[src/rtl/iboot_stream_loader_if.sv]
// Flash-reader and memory-interface signal bundle for the boot-image loader.
// The loader connects through `master`; the flash reader / memory side uses `slave`.
interface iboot_stream_loader_if #(
  parameter int P_FLASH_ADDR_W = 23,
  parameter int P_MEM_ADDR_W   = 25,
  parameter int P_WORD_BYTES   = 4
);
  logic                        oFLASH_RQ_REQ;
  logic                        iFLASH_RQ_BUSY;
  logic [P_FLASH_ADDR_W-1:0]   oFLASH_RQ_ADDR;
  logic                        oFLASH_RD_REQ;
  logic                        iFLASH_RD_EMPTY;
  logic [7:0]                  iFLASH_RD_DATA;
  logic                        oMEMIF_REQ_VALID;
  logic                        oMEMIF_REQ_RW;
  logic [P_WORD_BYTES-1:0]     oMEMIF_REQ_DQM;
  logic [P_MEM_ADDR_W-1:0]     oMEMIF_REQ_ADDR;
  logic [8*P_WORD_BYTES-1:0]   oMEMIF_REQ_DATA;
  logic                        iMEMIF_REQ_LOCK;

  modport master (
    output oFLASH_RQ_REQ, oFLASH_RQ_ADDR, oFLASH_RD_REQ,
    output oMEMIF_REQ_VALID, oMEMIF_REQ_RW, oMEMIF_REQ_DQM, oMEMIF_REQ_ADDR, oMEMIF_REQ_DATA,
    input  iFLASH_RQ_BUSY, iFLASH_RD_EMPTY, iFLASH_RD_DATA, iMEMIF_REQ_LOCK
  );

  modport slave (
    input  oFLASH_RQ_REQ, oFLASH_RQ_ADDR, oFLASH_RD_REQ,
    input  oMEMIF_REQ_VALID, oMEMIF_REQ_RW, oMEMIF_REQ_DQM, oMEMIF_REQ_ADDR, oMEMIF_REQ_DATA,
    output iFLASH_RQ_BUSY, iFLASH_RD_EMPTY, iFLASH_RD_DATA, iMEMIF_REQ_LOCK
  );
endinterface

[src/rtl/iboot_stream_loader.sv]
// Boot loader: streams image bytes from the serial-flash reader, packs them into memory
// words and writes them out, optionally verifying a trailing checksum word.
module iboot_stream_loader #(
  parameter int P_FLASH_ADDR_W = 23,
  parameter int P_MEM_ADDR_W   = 25,
  parameter int P_WORD_BYTES   = 4,
  parameter int P_WORD_COUNT   = 32768,
  parameter int P_FLASH_BASE   = 0,
  parameter int P_MEM_BASE     = 0,
  parameter int P_CHECKSUM     = 1
) (
  input  logic                  iCLOCK,
  input  logic                  iRESET,
  input  logic                  iSTART,
  input  logic                  iBIG_ENDIAN,
  iboot_stream_loader_if.master bus,
  output logic                  oIBOOT_VALID,
  output logic                  oIBOOT_DONE,
  output logic                  oIBOOT_ERR,
  output logic [31:0]           oIBOOT_WORDS
);
  localparam int DW   = 8 * P_WORD_BYTES;
  localparam int NB   = (P_WORD_COUNT + P_CHECKSUM) * P_WORD_BYTES;
  localparam int RQ_W = $clog2(NB + 1);
  localparam int BI_W = (P_WORD_BYTES > 1) ? $clog2(P_WORD_BYTES) : 1;

  localparam logic [BI_W-1:0] LAST_LANE  = BI_W'(P_WORD_BYTES - 1);
  localparam logic [RQ_W-1:0] RQ_TOTAL   = RQ_W'(NB);
  localparam logic [31:0]     WORD_TOTAL = 32'(P_WORD_COUNT);

  localparam logic [2:0] S_IDLE  = 3'd0;
  localparam logic [2:0] S_GET   = 3'd1;
  localparam logic [2:0] S_WRITE = 3'd2;
  localparam logic [2:0] S_CHECK = 3'd3;
  localparam logic [2:0] S_DONE  = 3'd4;
  localparam logic [2:0] S_ERROR = 3'd5;

  logic [2:0]      state;
  logic [RQ_W-1:0] rq_cnt;
  logic [BI_W-1:0] byte_idx;
  logic [BI_W-1:0] lane;
  logic [31:0]     word_cnt;
  logic [DW-1:0]   word;
  logic [DW-1:0]   sum;
  logic            big_endian;
  logic            trailer;
  logic            run;
  logic            rq_fire;
  logic            take_byte;
  logic            accept;

  assign run       = !(state == S_IDLE || state == S_DONE || state == S_ERROR);
  assign rq_fire   = run && (rq_cnt < RQ_TOTAL) && !bus.iFLASH_RQ_BUSY;
  assign take_byte = (state == S_GET) && !bus.iFLASH_RD_EMPTY;
  assign accept    = (state == S_WRITE) && !bus.iMEMIF_REQ_LOCK;
  // Big-endian puts the first byte of a word into the most significant lane.
  assign lane      = big_endian ? (LAST_LANE - byte_idx) : byte_idx;

  assign bus.oFLASH_RQ_REQ    = rq_fire;
  assign bus.oFLASH_RQ_ADDR   = P_FLASH_ADDR_W'(P_FLASH_BASE) + P_FLASH_ADDR_W'(rq_cnt);
  assign bus.oFLASH_RD_REQ    = take_byte;
  assign bus.oMEMIF_REQ_VALID = accept;
  assign bus.oMEMIF_REQ_RW    = 1'b1;
  assign bus.oMEMIF_REQ_DQM   = '0;
  assign bus.oMEMIF_REQ_ADDR  = P_MEM_ADDR_W'(P_MEM_BASE) + P_MEM_ADDR_W'(word_cnt);
  assign bus.oMEMIF_REQ_DATA  = word;

  assign oIBOOT_VALID = run;
  assign oIBOOT_DONE  = (state == S_DONE);
  assign oIBOOT_ERR   = (state == S_ERROR);
  assign oIBOOT_WORDS = word_cnt;

  always_ff @(posedge iCLOCK or posedge iRESET) begin
    if (iRESET) begin
      state      <= S_IDLE;
      rq_cnt     <= '0;
      byte_idx   <= '0;
      word_cnt   <= '0;
      word       <= '0;
      sum        <= '0;
      big_endian <= 1'b0;
      trailer    <= 1'b0;
    end else begin
      // The request side runs ahead of packing, bounded only by the byte total.
      if (rq_fire) rq_cnt <= rq_cnt + 1'b1;
      case (state)
        S_IDLE, S_DONE, S_ERROR: begin
          if (iSTART) begin
            rq_cnt     <= '0;
            byte_idx   <= '0;
            word_cnt   <= '0;
            sum        <= '0;
            trailer    <= 1'b0;
            big_endian <= iBIG_ENDIAN;
            state      <= S_GET;
          end
        end
        S_GET: begin
          if (take_byte) begin
            word[{lane, 3'b000} +: 8] <= bus.iFLASH_RD_DATA;
            if (byte_idx == LAST_LANE) begin
              byte_idx <= '0;
              state    <= trailer ? S_CHECK : S_WRITE;
            end else begin
              byte_idx <= byte_idx + 1'b1;
            end
          end
        end
        S_WRITE: begin
          if (accept) begin
            word_cnt <= word_cnt + 32'd1;
            sum      <= sum + word;
            if (word_cnt + 32'd1 == WORD_TOTAL) begin
              if (P_CHECKSUM != 0) begin
                trailer <= 1'b1;
                state   <= S_GET;
              end else begin
                state   <= S_DONE;
              end
            end else begin
              state <= S_GET;
            end
          end
        end
        // The trailer word sits in the packing register and is compared, never written.
        S_CHECK: state <= (word == sum) ? S_DONE : S_ERROR;
        default: state <= S_IDLE;
      endcase
    end
  end
endmodule

[src/flat_wrapper.sv]
// flat-port wrapper written by rule: the top's interface ports become plain ports
module iboot_stream_loader_flat 
#(
  parameter int P_FLASH_ADDR_W = 23,
  parameter int P_MEM_ADDR_W   = 25,
  parameter int P_WORD_BYTES   = 4,
  parameter int P_WORD_COUNT   = 32768,
  parameter int P_FLASH_BASE   = 0,
  parameter int P_MEM_BASE     = 0,
  parameter int P_CHECKSUM     = 1
)
  (iCLOCK, iRESET, iSTART, iBIG_ENDIAN, oIBOOT_VALID, oIBOOT_DONE, oIBOOT_ERR, oIBOOT_WORDS, bus_oFLASH_RQ_REQ, bus_oFLASH_RQ_ADDR, bus_oFLASH_RD_REQ, bus_oMEMIF_REQ_VALID, bus_oMEMIF_REQ_RW, bus_oMEMIF_REQ_DQM, bus_oMEMIF_REQ_ADDR, bus_oMEMIF_REQ_DATA, bus_iFLASH_RQ_BUSY, bus_iFLASH_RD_EMPTY, bus_iFLASH_RD_DATA, bus_iMEMIF_REQ_LOCK);
  iboot_stream_loader_if #(.P_FLASH_ADDR_W(P_FLASH_ADDR_W), .P_MEM_ADDR_W(P_MEM_ADDR_W), .P_WORD_BYTES(P_WORD_BYTES)) bus_i ();
  input  logic iCLOCK;
  input  logic iRESET;
  input  logic iSTART;
  input  logic iBIG_ENDIAN;
  output logic oIBOOT_VALID;
  output logic oIBOOT_DONE;
  output logic oIBOOT_ERR;
  output logic [31:0] oIBOOT_WORDS;
  output wire logic [$bits(bus_i.oFLASH_RQ_REQ)-1:0] bus_oFLASH_RQ_REQ;
  output wire logic [$bits(bus_i.oFLASH_RQ_ADDR)-1:0] bus_oFLASH_RQ_ADDR;
  output wire logic [$bits(bus_i.oFLASH_RD_REQ)-1:0] bus_oFLASH_RD_REQ;
  output wire logic [$bits(bus_i.oMEMIF_REQ_VALID)-1:0] bus_oMEMIF_REQ_VALID;
  output wire logic [$bits(bus_i.oMEMIF_REQ_RW)-1:0] bus_oMEMIF_REQ_RW;
  output wire logic [$bits(bus_i.oMEMIF_REQ_DQM)-1:0] bus_oMEMIF_REQ_DQM;
  output wire logic [$bits(bus_i.oMEMIF_REQ_ADDR)-1:0] bus_oMEMIF_REQ_ADDR;
  output wire logic [$bits(bus_i.oMEMIF_REQ_DATA)-1:0] bus_oMEMIF_REQ_DATA;
  input wire logic [$bits(bus_i.iFLASH_RQ_BUSY)-1:0] bus_iFLASH_RQ_BUSY;
  input wire logic [$bits(bus_i.iFLASH_RD_EMPTY)-1:0] bus_iFLASH_RD_EMPTY;
  input wire logic [$bits(bus_i.iFLASH_RD_DATA)-1:0] bus_iFLASH_RD_DATA;
  input wire logic [$bits(bus_i.iMEMIF_REQ_LOCK)-1:0] bus_iMEMIF_REQ_LOCK;
  assign bus_oFLASH_RQ_REQ = bus_i.oFLASH_RQ_REQ;
  assign bus_oFLASH_RQ_ADDR = bus_i.oFLASH_RQ_ADDR;
  assign bus_oFLASH_RD_REQ = bus_i.oFLASH_RD_REQ;
  assign bus_oMEMIF_REQ_VALID = bus_i.oMEMIF_REQ_VALID;
  assign bus_oMEMIF_REQ_RW = bus_i.oMEMIF_REQ_RW;
  assign bus_oMEMIF_REQ_DQM = bus_i.oMEMIF_REQ_DQM;
  assign bus_oMEMIF_REQ_ADDR = bus_i.oMEMIF_REQ_ADDR;
  assign bus_oMEMIF_REQ_DATA = bus_i.oMEMIF_REQ_DATA;
  assign bus_i.iFLASH_RQ_BUSY = bus_iFLASH_RQ_BUSY;
  assign bus_i.iFLASH_RD_EMPTY = bus_iFLASH_RD_EMPTY;
  assign bus_i.iFLASH_RD_DATA = bus_iFLASH_RD_DATA;
  assign bus_i.iMEMIF_REQ_LOCK = bus_iMEMIF_REQ_LOCK;
  iboot_stream_loader #(.P_FLASH_ADDR_W(P_FLASH_ADDR_W), .P_MEM_ADDR_W(P_MEM_ADDR_W), .P_WORD_BYTES(P_WORD_BYTES), .P_WORD_COUNT(P_WORD_COUNT), .P_FLASH_BASE(P_FLASH_BASE), .P_MEM_BASE(P_MEM_BASE), .P_CHECKSUM(P_CHECKSUM)) u_core (.iCLOCK(iCLOCK), .iRESET(iRESET), .iSTART(iSTART), .iBIG_ENDIAN(iBIG_ENDIAN), .bus(bus_i), .oIBOOT_VALID(oIBOOT_VALID), .oIBOOT_DONE(oIBOOT_DONE), .oIBOOT_ERR(oIBOOT_ERR), .oIBOOT_WORDS(oIBOOT_WORDS));
endmodule
[config.mk]
export PLATFORM = sky130hd
export DESIGN_NAME = iboot_stream_loader_flat
export DESIGN_NICKNAME = d
export VERILOG_FILES = /design/src/rtl/iboot_stream_loader_if.sv /design/src/rtl/iboot_stream_loader.sv /design/src/flat_wrapper.sv
export SDC_FILE = /design/constraint.sdc
export NUM_CORES = 1
export LEC_CHECK = 0
export ABC_CLOCK_PERIOD_IN_PS = 3700
export BUFFER_PORTS_ARGS = -buffer_cell sky130_fd_sc_hd__buf_2
export CAP_MARGIN = 20
export CORE_ASPECT_RATIO = 0.8
export CORE_MARGIN = 2
export CORE_UTILIZATION = 31
export CTS_BUF_LIST = sky130_fd_sc_hd__clkbuf_8
export DETAILED_ROUTE_END_ITERATION = 8
export GPL_TIMING_DRIVEN = 1
export PLACE_DENSITY = 0.59
export SKIP_LAST_GASP = 1
export SYNTH_ARGS = -nofsm -noshare
export SYNTH_HDL_FRONTEND = slang
export SYNTH_SLANG_ARGS = --single-unit
export TNS_END_PERCENT = 10
[constraint.sdc]
create_clock -name iCLOCK -period 3.7 [get_ports iCLOCK]
set_input_delay 0.37 -clock iCLOCK [delete_from_list [all_inputs] [get_ports iCLOCK]]
set_output_delay 0.37 -clock iCLOCK [all_outputs]
set_load 0.05 [all_outputs]
Word level (Yosys, flattened, before mapping)
Cells that the tools add are included. Widths: inputs -> output; s select.

Bits in registers: 121. Output and inout port bits: 123. Word-level logic and storage cells: 75.

$add $sub $neg: 6. Magnitude comparators: 1. Equal/unequal tests: 13. Shift-type cells: 2. Multiplexer cells: 25. Reduce and logical (&&, ||, !) cells: 20.

Operators with widths (number): $pmux 32 s2 (2); $mux 32 (3); $mux 18 (3); $add 32x1->32 const B (1); $add 32x32->32 (1); $bwmux 32 (1); $eq 32x16->1 const B (1); $eq 32x32->1 (1); $shift 8x7->32 const A (1); $shiftx 8x7->32 (1); $add 18x1->18 const B (1); $lt 18x18->1 const B (1); $mux 3 (4); $pmux 3 s4 (1); $ne 2x2->1 const B (5); $mux 2 (4); $reduce_and 4->1 (2); $neg 5->7 (1); $eq 3x2->1 const B (2); $eq 3x3->1 const B (2); $reduce_and 3->1 (2); $mux 1 (5); $logic_and 1x1->1 (4); $logic_not 1->1 (4); 11 further kinds (14).

Logic depth before layout (Yosys ltp)
Gate-level depths: netlist of run 1.

Word-level depth: 9. Depth in mapped cells: 10. Depth with buffers taken out: 10.

Worst setup path after synthesis of run 1
Ideal clock, no wire load.

Path kind: register to register. Start: register u_core.rq_cnt[12]. End: register u_core.rq_cnt[14]. Arrival time: 2.905 ns. Path slack: 0.717 ns. Stages on the path, launching flop included: 8. Period minus slack after synthesis: 2.983 ns. Cells stage by stage: dfrtp_1 -> nor4_1 -> nand4_1 -> a211oi_4 -> nand4_2 -> or3_4 -> or3_1 -> a21oi_1.

Longest elaborated chain between the ends: 6. Elaborated cells on any way between the ends: 7. Those cells by class: 1 x add/sub; 1 x order compare; 3 x mux; 2 x reduce/logical.

Ends and longest elaborated chain: from (decl) (RTL line iboot_stream_loader.sv:39) `logic [RQ_W-1:0] rq_cnt;`; from (signal assigned) (RTL line iboot_stream_loader.sv:85) `if (rq_fire) rq_cnt <= rq_cnt + 1'b1;`; $lt 18x18->1 * (RTL line iboot_stream_loader.sv:53) `assign rq_fire = run && (rq_cnt < RQ_TOTAL) && !bus.iFLASH_RQ_BUSY;`; $logic_and 1x1->1 * (2 in a row) (RTL line iboot_stream_loader.sv:53); named net bus_oFLASH_RQ_REQ (RTL line flat_wrapper.sv:22) `output wire logic [$bits(bus_i.oFLASH_RQ_REQ)-1:0] bus_oFLASH_RQ_REQ;`; $mux 18 * (RTL line iboot_stream_loader.sv:85); $mux 18 (RTL line iboot_stream_loader.sv:88) `if (iSTART) begin`; $mux 18 * (RTL line iboot_stream_loader.sv:86) `case (state)`.

Mark *: on every way through the listed nets, which the timed path passes. The rest lies on a longest branch. A chain may end at the register's enable or synchronous reset.

Final worst setup path of run 1
Start: register u_core.word[0] (netlist: u_core.bus.oMEMIF_REQ_DATA[0]). End: register u_core.sum[20].

Longest elaborated chain between the ends: 3.

Ends and longest elaborated chain: from (decl) (RTL line iboot_stream_loader.sv:43) `logic [DW-1:0] word;`; from (signal, indexed assignment) (RTL line iboot_stream_loader.sv:100) `word[{lane, 3'b000} +: 8] <= bus.iFLASH_RD_DATA;`; $add 32x32->32 (RTL line iboot_stream_loader.sv:112) `sum <= sum + word;`; $mux 32 (RTL line iboot_stream_loader.sv:110) `if (accept) begin`; $pmux 32 s2 (RTL line iboot_stream_loader.sv:86); to (signal assigned) (RTL line iboot_stream_loader.sv:112); to (decl) (RTL line iboot_stream_loader.sv:44) `logic [DW-1:0] sum;`.

Every way passes these cells. The select of a mux whose other input is x is not followed.

==> out/results.ini, run 1 <==
[global_routing]
antenna_found_initial = 1
track_usage_pct = 17.0
grt_max_degree = 71
grt.overflow.total = 0
grt_pass1_wl_um = 35500
grt_pass1_vias = 6257

[routing]
vias = 6941
drc_errors = 0
wl_per_cell_um = 17.4
drtPass1Iterations = 5
drt-vias-per-instance = 5.36
ant_nets = 0
wl_um = 22500
drtIter0Drc = 544

[synth]
ys_warn_count = 0
ys_ff_latch = 121
synth-async-reset-ratio_pct = 100
yosys.area.top_type = dfrtp_1
syn-instance-count = 880
ys_seq_area_share_pct = 38.9
ys_types = 67
avgSynthCellArea_um2 = 8.84
synthTopCellsByArea = dfrtp_1 (39%), ha_1 (6.4%), o21ai_0 (5.8%), a22o_1 (4.5%), nand2_1 (4.4%)
synth_top_area_share_pct = 38.9
synth-edff-count = 0
ys.flop_type = dfrtp_1
synthTopCellsByCount = dfrtp_1 (121), nand2_1 (91), o21ai_0 (90)
netlist_area_um2 = 7780
yosysMostFrequentCell = dfrtp_1

[pwr]
sw_frac_of_total_pct = 44.3
p_comb_share_pct = 38.5
p_int_mw = 2.80
seqPwrFrac_pct = 33.5
irDropWorstVdd_v = 0.000548
p_clk_share_pct = 28.0
p_switching_mw = 2.23
power.leakage_nw = 4.38
power_density_nw_per_um2 = 562
p_total_mw = 5.04

[die]
dieWidth_um = 181
die_h_um = 146
dieArea_um2 = 26400
ios = 138
fp-row-count = 51
start_util_pct = 31.8
coreArea_um2 = 24500

[timing]
fin_skew_ns = 0.0182
fmax_mhz = 332
tightest_slew_ns = 0.963
hold_viol = 0
finalSetupViolCount = 0
slew_headroom_pct = 35.3
rsz0062_at_grt = false
period_minus_slack_ns = 3.02
finalHoldWorstSlack_ns = 0.00852
final_max_slew_viol_count = 0
finalSetupTns_ns = 0
fin_crit_sh_pct = 81.5

[clock_tree]
post_cts_resized = 0
clock_sinks = 121
cts-root-buf = clkbuf_8
clock_path_buffers = 2
clkTransAtPathRegs_ns = 0.09
numCtsBuffers = 17
cts_max_level = 4
clk_latency_ns = 0.46
post_cts_buffers = 0
cts_hold_buffers = 0
cts_tree = done

[critical_path]
reg2reg_depth = 10
cp-startpoint = u_core.bus.oMEMIF_REQ_DATA[0]$_DFFE_PP0P_
crit_end = u_core.sum[20]$_DFFE_PP0P_
path_cells = ha_1 > fa_1 > a211oi_1 > o21bai_1 > o2111ai_1 > a21oi_1 > nor2_1 > o21ai_0 > a311o_1 > o211ai_1
cpMaxStageDelayCell = fa_1
path_buf_inv = 0
cpPeakStageDelay_ns = 0.43
cp-end-kind = flop
worstSetupPathDepth = 10
crit_fanout = 3
start_kind = flop
rrSetupSlack_ns = 0.68
timing.rr.end = u_core.sum[20]$_DFFE_PP0P_
crit_type = flop to flop
arrival_ns = 3.39
critical-path-top-delay-family = compound AO/OA/AOI/OAI gates
required_ns = 4.07
reg2reg_from = u_core.bus.oMEMIF_REQ_DATA[0]$_DFFE_PP0P_

[hold_path]
min_path_type = input port to asynchronous set/reset pin

[finish]
final_cell_area_um2 = 8950
fin_nets = 1020
drive_above_1_share_pct = 18.9
fin_util_pct = 36.5
area_growth_pct = 15.0

[placement]
placed_cell_area_um2 = 8490
dp_hpwl_um = 16000
port_buffers = 127
gp_congestion = 0.902

[job]
max_cap_viol_count = 0

[outcome]
outcome = complete, no violations

[power by group through the flow]
stage | Clock [mW] | Sequential (mW) | Combinational [mW]
2_1_floorplan | 0 | 2.03 | 1.07
3_3_place_gp | 0 | 1.71 | 1.93
3_5_place_dp | 0 | 1.71 | 1.93
4_1_cts | 1.45 | 1.69 | 1.94
5_1_grt | 1.49 | 1.71 | 2.09
6_report | 1.41 | 1.69 | 1.94
[cell families (layout without fill, tap and decap cells)]
kind of cell / after synthesis / in the layout / share of synthesized area (%)
and+or+nand+nor: 308 / 308 / 19.8
muxes: 5 / 5 / 0.691
other: 2 / 11 / 0.0965
AOI/OAI and AO/OA: 266 / 266 / 22.5
DFF: 121 / 121 / 38.9
buffers and inverters: 93 / 182 / 6.37
xor gates and xnor gates: 44 / 44 / 4.95
adders and majority gates: 41 / 41 / 6.69
[layer usage]
layer	up-vias	global-route usage (%)	routed length, um
li1	3373	-	-
met1	3364	25.3	11500
met2	192	23.9	9490
met3	12	4.18	1320
met4	0	5.57	231
met5	-	0	0
[flip-flops by register name, summed over array words and instances, names as in the netlist]
signal                      cells
u_core.rq_cnt                  18
u_core.state                    3
u_core.big_endian               1
u_core.bus.oMEMIF_REQ_DATA     32
u_core.oIBOOT_WORDS            32
u_core.byte_idx                 2
u_core.trailer                  1
u_core.sum                     32
[layout by cell type (no fill, tap or decap), types with 15 or more instances in the layout]
cell / count
inv_1: 15
nor3_1: 18
a22o_1: 40
buf_2: 127
xnor2_1: 18
ha_1: 40
dfrtp_1: 121
o31ai_1: 15
nand4_1: 21
nand3_1: 29
a21oi_1: 38
nor4_1: 15
clkbuf_8: 20
xor2_1: 26
o21ai_0: 90
nor2_1: 71
nand2_1: 91
and3_1: 19
[worst min path at each step]
stage                               startpoint                           to  slack, ns  cells after the start
finish                                  iRESET  u_core.rq_cnt[10]$_DFF_PP0_      0.009                      2
CTS                                     iRESET  u_core.rq_cnt[11]$_DFF_PP0_       0.01                      2
floorplan           u_core.trailer$_DFFE_PP0P_   u_core.trailer$_DFFE_PP0P_       0.45                      2
global route                            iRESET  u_core.rq_cnt[11]$_DFF_PP0_       0.06                      2
global placement    u_core.sum[15]$_DFFE_PP0P_   u_core.sum[15]$_DFFE_PP0P_       0.47                      2
detailed placement  u_core.sum[15]$_DFFE_PP0P_   u_core.sum[15]$_DFFE_PP0P_       0.48                      2
[through the flow]
stage,cells,setup slack (ns)
3_3_place_gp,1263,0.805
5_1_grt,1296,0.377
6_report,1296,0.684
3_5_place_dp,1263,0.746
4_1_cts,1295,0.663
2_1_floorplan,888,0.116
[final cells by class]
type	instances	area, um^2
multi-input combinational	674	4300
inverter	16	62.6
fill	2520	15500
sequential	121	3030
clock inverter	12	186
timing repair buffer	134	701
antenna	1	2.50
tap	318	398
clock buffer	20	275
Power figures use the tool's default switching activity.
==> run 2, diff against run 1 <==
--- a/config.mk
+++ b/config.mk
@@ -5,7 +5,7 @@
 export SDC_FILE = /design/constraint.sdc
 export NUM_CORES = 1
 export LEC_CHECK = 0
-export ABC_CLOCK_PERIOD_IN_PS = 3700
+export ABC_CLOCK_PERIOD_IN_PS = 3100
 export BUFFER_PORTS_ARGS = -buffer_cell sky130_fd_sc_hd__buf_2
 export CAP_MARGIN = 20
 export CORE_ASPECT_RATIO = 0.8
@@ -14,7 +14,7 @@
 export CTS_BUF_LIST = sky130_fd_sc_hd__clkbuf_8
 export DETAILED_ROUTE_END_ITERATION = 8
 export GPL_TIMING_DRIVEN = 1
-export PLACE_DENSITY = 0.59
+export PLACE_DENSITY = 0.57
 export SKIP_LAST_GASP = 1
 export SYNTH_ARGS = -nofsm -noshare
 export SYNTH_HDL_FRONTEND = slang
==> constraint.sdc (replaced) <==
create_clock -name iCLOCK -period 3.1 [get_ports iCLOCK]
set_input_delay 0.31 -clock iCLOCK [delete_from_list [all_inputs] [get_ports iCLOCK]]
set_output_delay 0.31 -clock iCLOCK [all_outputs]
set_load 0.05 [all_outputs]
==> run 2 against run 1 <==
Net effect:
- sequential share of layout area down 0.37 points
- die area unchanged
- register-to-register slack worse by 0.53 ns
- power up 17%
- critical path type unchanged
- critical path depth unchanged
- clock skew up 0.0040 ns
==> out/results.ini, run 2 (same netlist as run 1, synthesis figures left out) <==
[outcome]
outcome = complete, no violations

[finish]
fin_util_pct = 36.9
regArea_um2 = 3030
area_growth_pct = 16.3
multi_input_area_um2 = 4320
mostFrequentLayoutCell = buf_2
final_cell_area_um2 = 9050
layout_common_cells = buf_2 (127), dfrtp_1 (121), nand2_1 (91)
fin_nets = 1037
drive_above_1_share_pct = 20.4
fillers = 2545

[die]
die_h_um = 146
ios = 138
dieWidth_um = 181
fp-row-count = 51
start_util_pct = 31.8
coreArea_um2 = 24500
dieArea_um2 = 26400

[clock_tree]
clock_path_buffers = 2
clkTransAtPathRegs_ns = 0.08
cts_hold_buffers = 0
cts_max_level = 4
clock_sinks = 121
cts-root-buf = clkbuf_8
clk_latency_ns = 0.45
cts_tree = done
numCtsBuffers = 17

[routing]
drc_errors = 0
drtPass1Iterations = 5
drtIter0Drc = 497
vias = 7056
drt-vias-per-instance = 5.37
wl_per_cell_um = 17.8
wl_um = 23400
ant_nets = 0

[hold_path]
min_path_type = input port to asynchronous set/reset pin

[timing]
period_minus_slack_ns = 2.95
rsz0062_at_grt = true
final_max_slew_viol_count = 0
hold_viol = 0
worst_slack_ns = 0.155
finalHoldWorstSlack_ns = 0.0471
slew_headroom_pct = 51.6
tightest_slew_ns = 0.726
finalSetupViolCount = 0
fin_skew_ns = 0.0221
fin_crit_sh_pct = 95.0
fmax_mhz = 340

[placement]
port_buffers = 127
dp_hpwl_um = 16500
placed_cell_area_um2 = 8620
gp_congestion = 0.887
dp_worst_setup_slack_ns = 0.118

[job]
max_cap_viol_count = 0

[global_routing]
grt_pass1_wl_um = 36900
grt_pass1_vias = 6480
grt.overflow.total = 0
track_usage_pct = 17.6
grt_max_degree = 122
antenna_found_initial = 1

[critical_path]
cpMaxStageDelayCell = a21oi_1
arrival_ns = 3.31
reg2reg_depth = 10
crit_type = flop to flop
critical-path-top-delay-family = compound AO/OA/AOI/OAI gates
rrSetupSlack_ns = 0.15
path_buf_inv = 0
cp-end-kind = flop
start_kind = flop
path_cells = ha_1 > fa_1 > a211oi_2 > o21bai_1 > o2111ai_2 > a31o_2 > a21oi_1 > a21oi_1 > a2111o_1 > o211ai_1
required_ns = 3.46
reg2reg_from = u_core.bus.oMEMIF_REQ_DATA[0]$_DFFE_PP0P_
cpMostUsedCell = a21oi_1
cpPeakStageDelay_ns = 0.42
crit_fanout = 5
timing.rr.end = u_core.sum[30]$_DFFE_PP0P_

[pwr]
irDropWorstVdd_v = 0.000504
power_density_nw_per_um2 = 650
p_total_mw = 5.89
power.leakage_nw = 4.46

[run 2: cell types whose count changed in the layout (fill, tap and decap cells not counted), moves of 2 or more]
cell / before / now
buf_4: 6 / 23
a211oi_2: 0 / 2
diode_2: 1 / 3
clkinv_2: 0 / 3
inv_6: 3 / 1
a211oi_1: 11 / 9
[run 2: worst max-delay path by stage]
stage / start / endpoint / slack [ns] / cells past startpoint
finish: u_core.bus.oMEMIF_REQ_DATA[0]$_DFFE_PP0P_ / u_core.sum[30]$_DFFE_PP0P_ / 0.15 / 10
global route: u_core.bus.oMEMIF_REQ_DATA[0]$_DFFE_PP0P_ / u_core.sum[30]$_DFFE_PP0P_ / -0.03 / 10
CTS: u_core.bus.oMEMIF_REQ_DATA[0]$_DFFE_PP0P_ / u_core.sum[28]$_DFFE_PP0P_ / 0.1 / 10
detailed placement: u_core.bus.oMEMIF_REQ_DATA[0]$_DFFE_PP0P_ / u_core.sum[28]$_DFFE_PP0P_ / 0.12 / 10
global placement: u_core.bus.oMEMIF_REQ_DATA[0]$_DFFE_PP0P_ / u_core.sum[28]$_DFFE_PP0P_ / 0.22 / 10
floorplan: u_core.rq_cnt[12]$_DFF_PP0_ / u_core.rq_cnt[14]$_DFF_PP0_ / 0.12 / 7
[run 2: worst min-delay path, delay by kind of cell]
family                 cells  cell delay, ns
buffers and inverters      3            0.67
[run 2: layout make-up]
type,instances,share of cell area [%]
Multi-Input combinational cell,674,47.7
Sequential cell,121,33.4
Timing Repair Buffer,151,9.15
Tap cell,318,4.39
Clock buffer,19,2.89
Clock inverter,12,1.66
Inverter,16,0.705
Antenna cell,3,0.0829
[run 2: timing repair]
action,CTS,global route
endpoints found under the setup margin,0,7
gates resized for setup,0,3
setup buffers,0,0
hold endpoints to repair,0,0
[run 2: per-layer routing]
layer	up-vias	track usage (%)	part of all wire (%)	wire, um
met5	-	0	0	0
met1	3426	26.7	51	11900
met2	206	25.0	43	9980
met3	13	3.95	5.6	1310
met4	0	4.07	0.79	184
li1	3411	-	-	-
[run 2: where the power goes]
group | total, mW | internal (mW) | switching, mW
Sequential | 1.99 | 1.76 | 0.229
Clock | 1.54 | 0.831 | 0.710
Combinational | 2.35 | 0.649 | 1.70
Total | 5.89 | 3.25 | 2.64
[run 2: stage by stage]
stage | TNS, ns | cells
3_3_place_gp | 0 | 1280
6_report | 0 | 1314
2_1_floorplan | 0 | 888
5_1_grt | -0.0430 | 1312
3_5_place_dp | 0 | 1280
4_1_cts | 0 | 1311
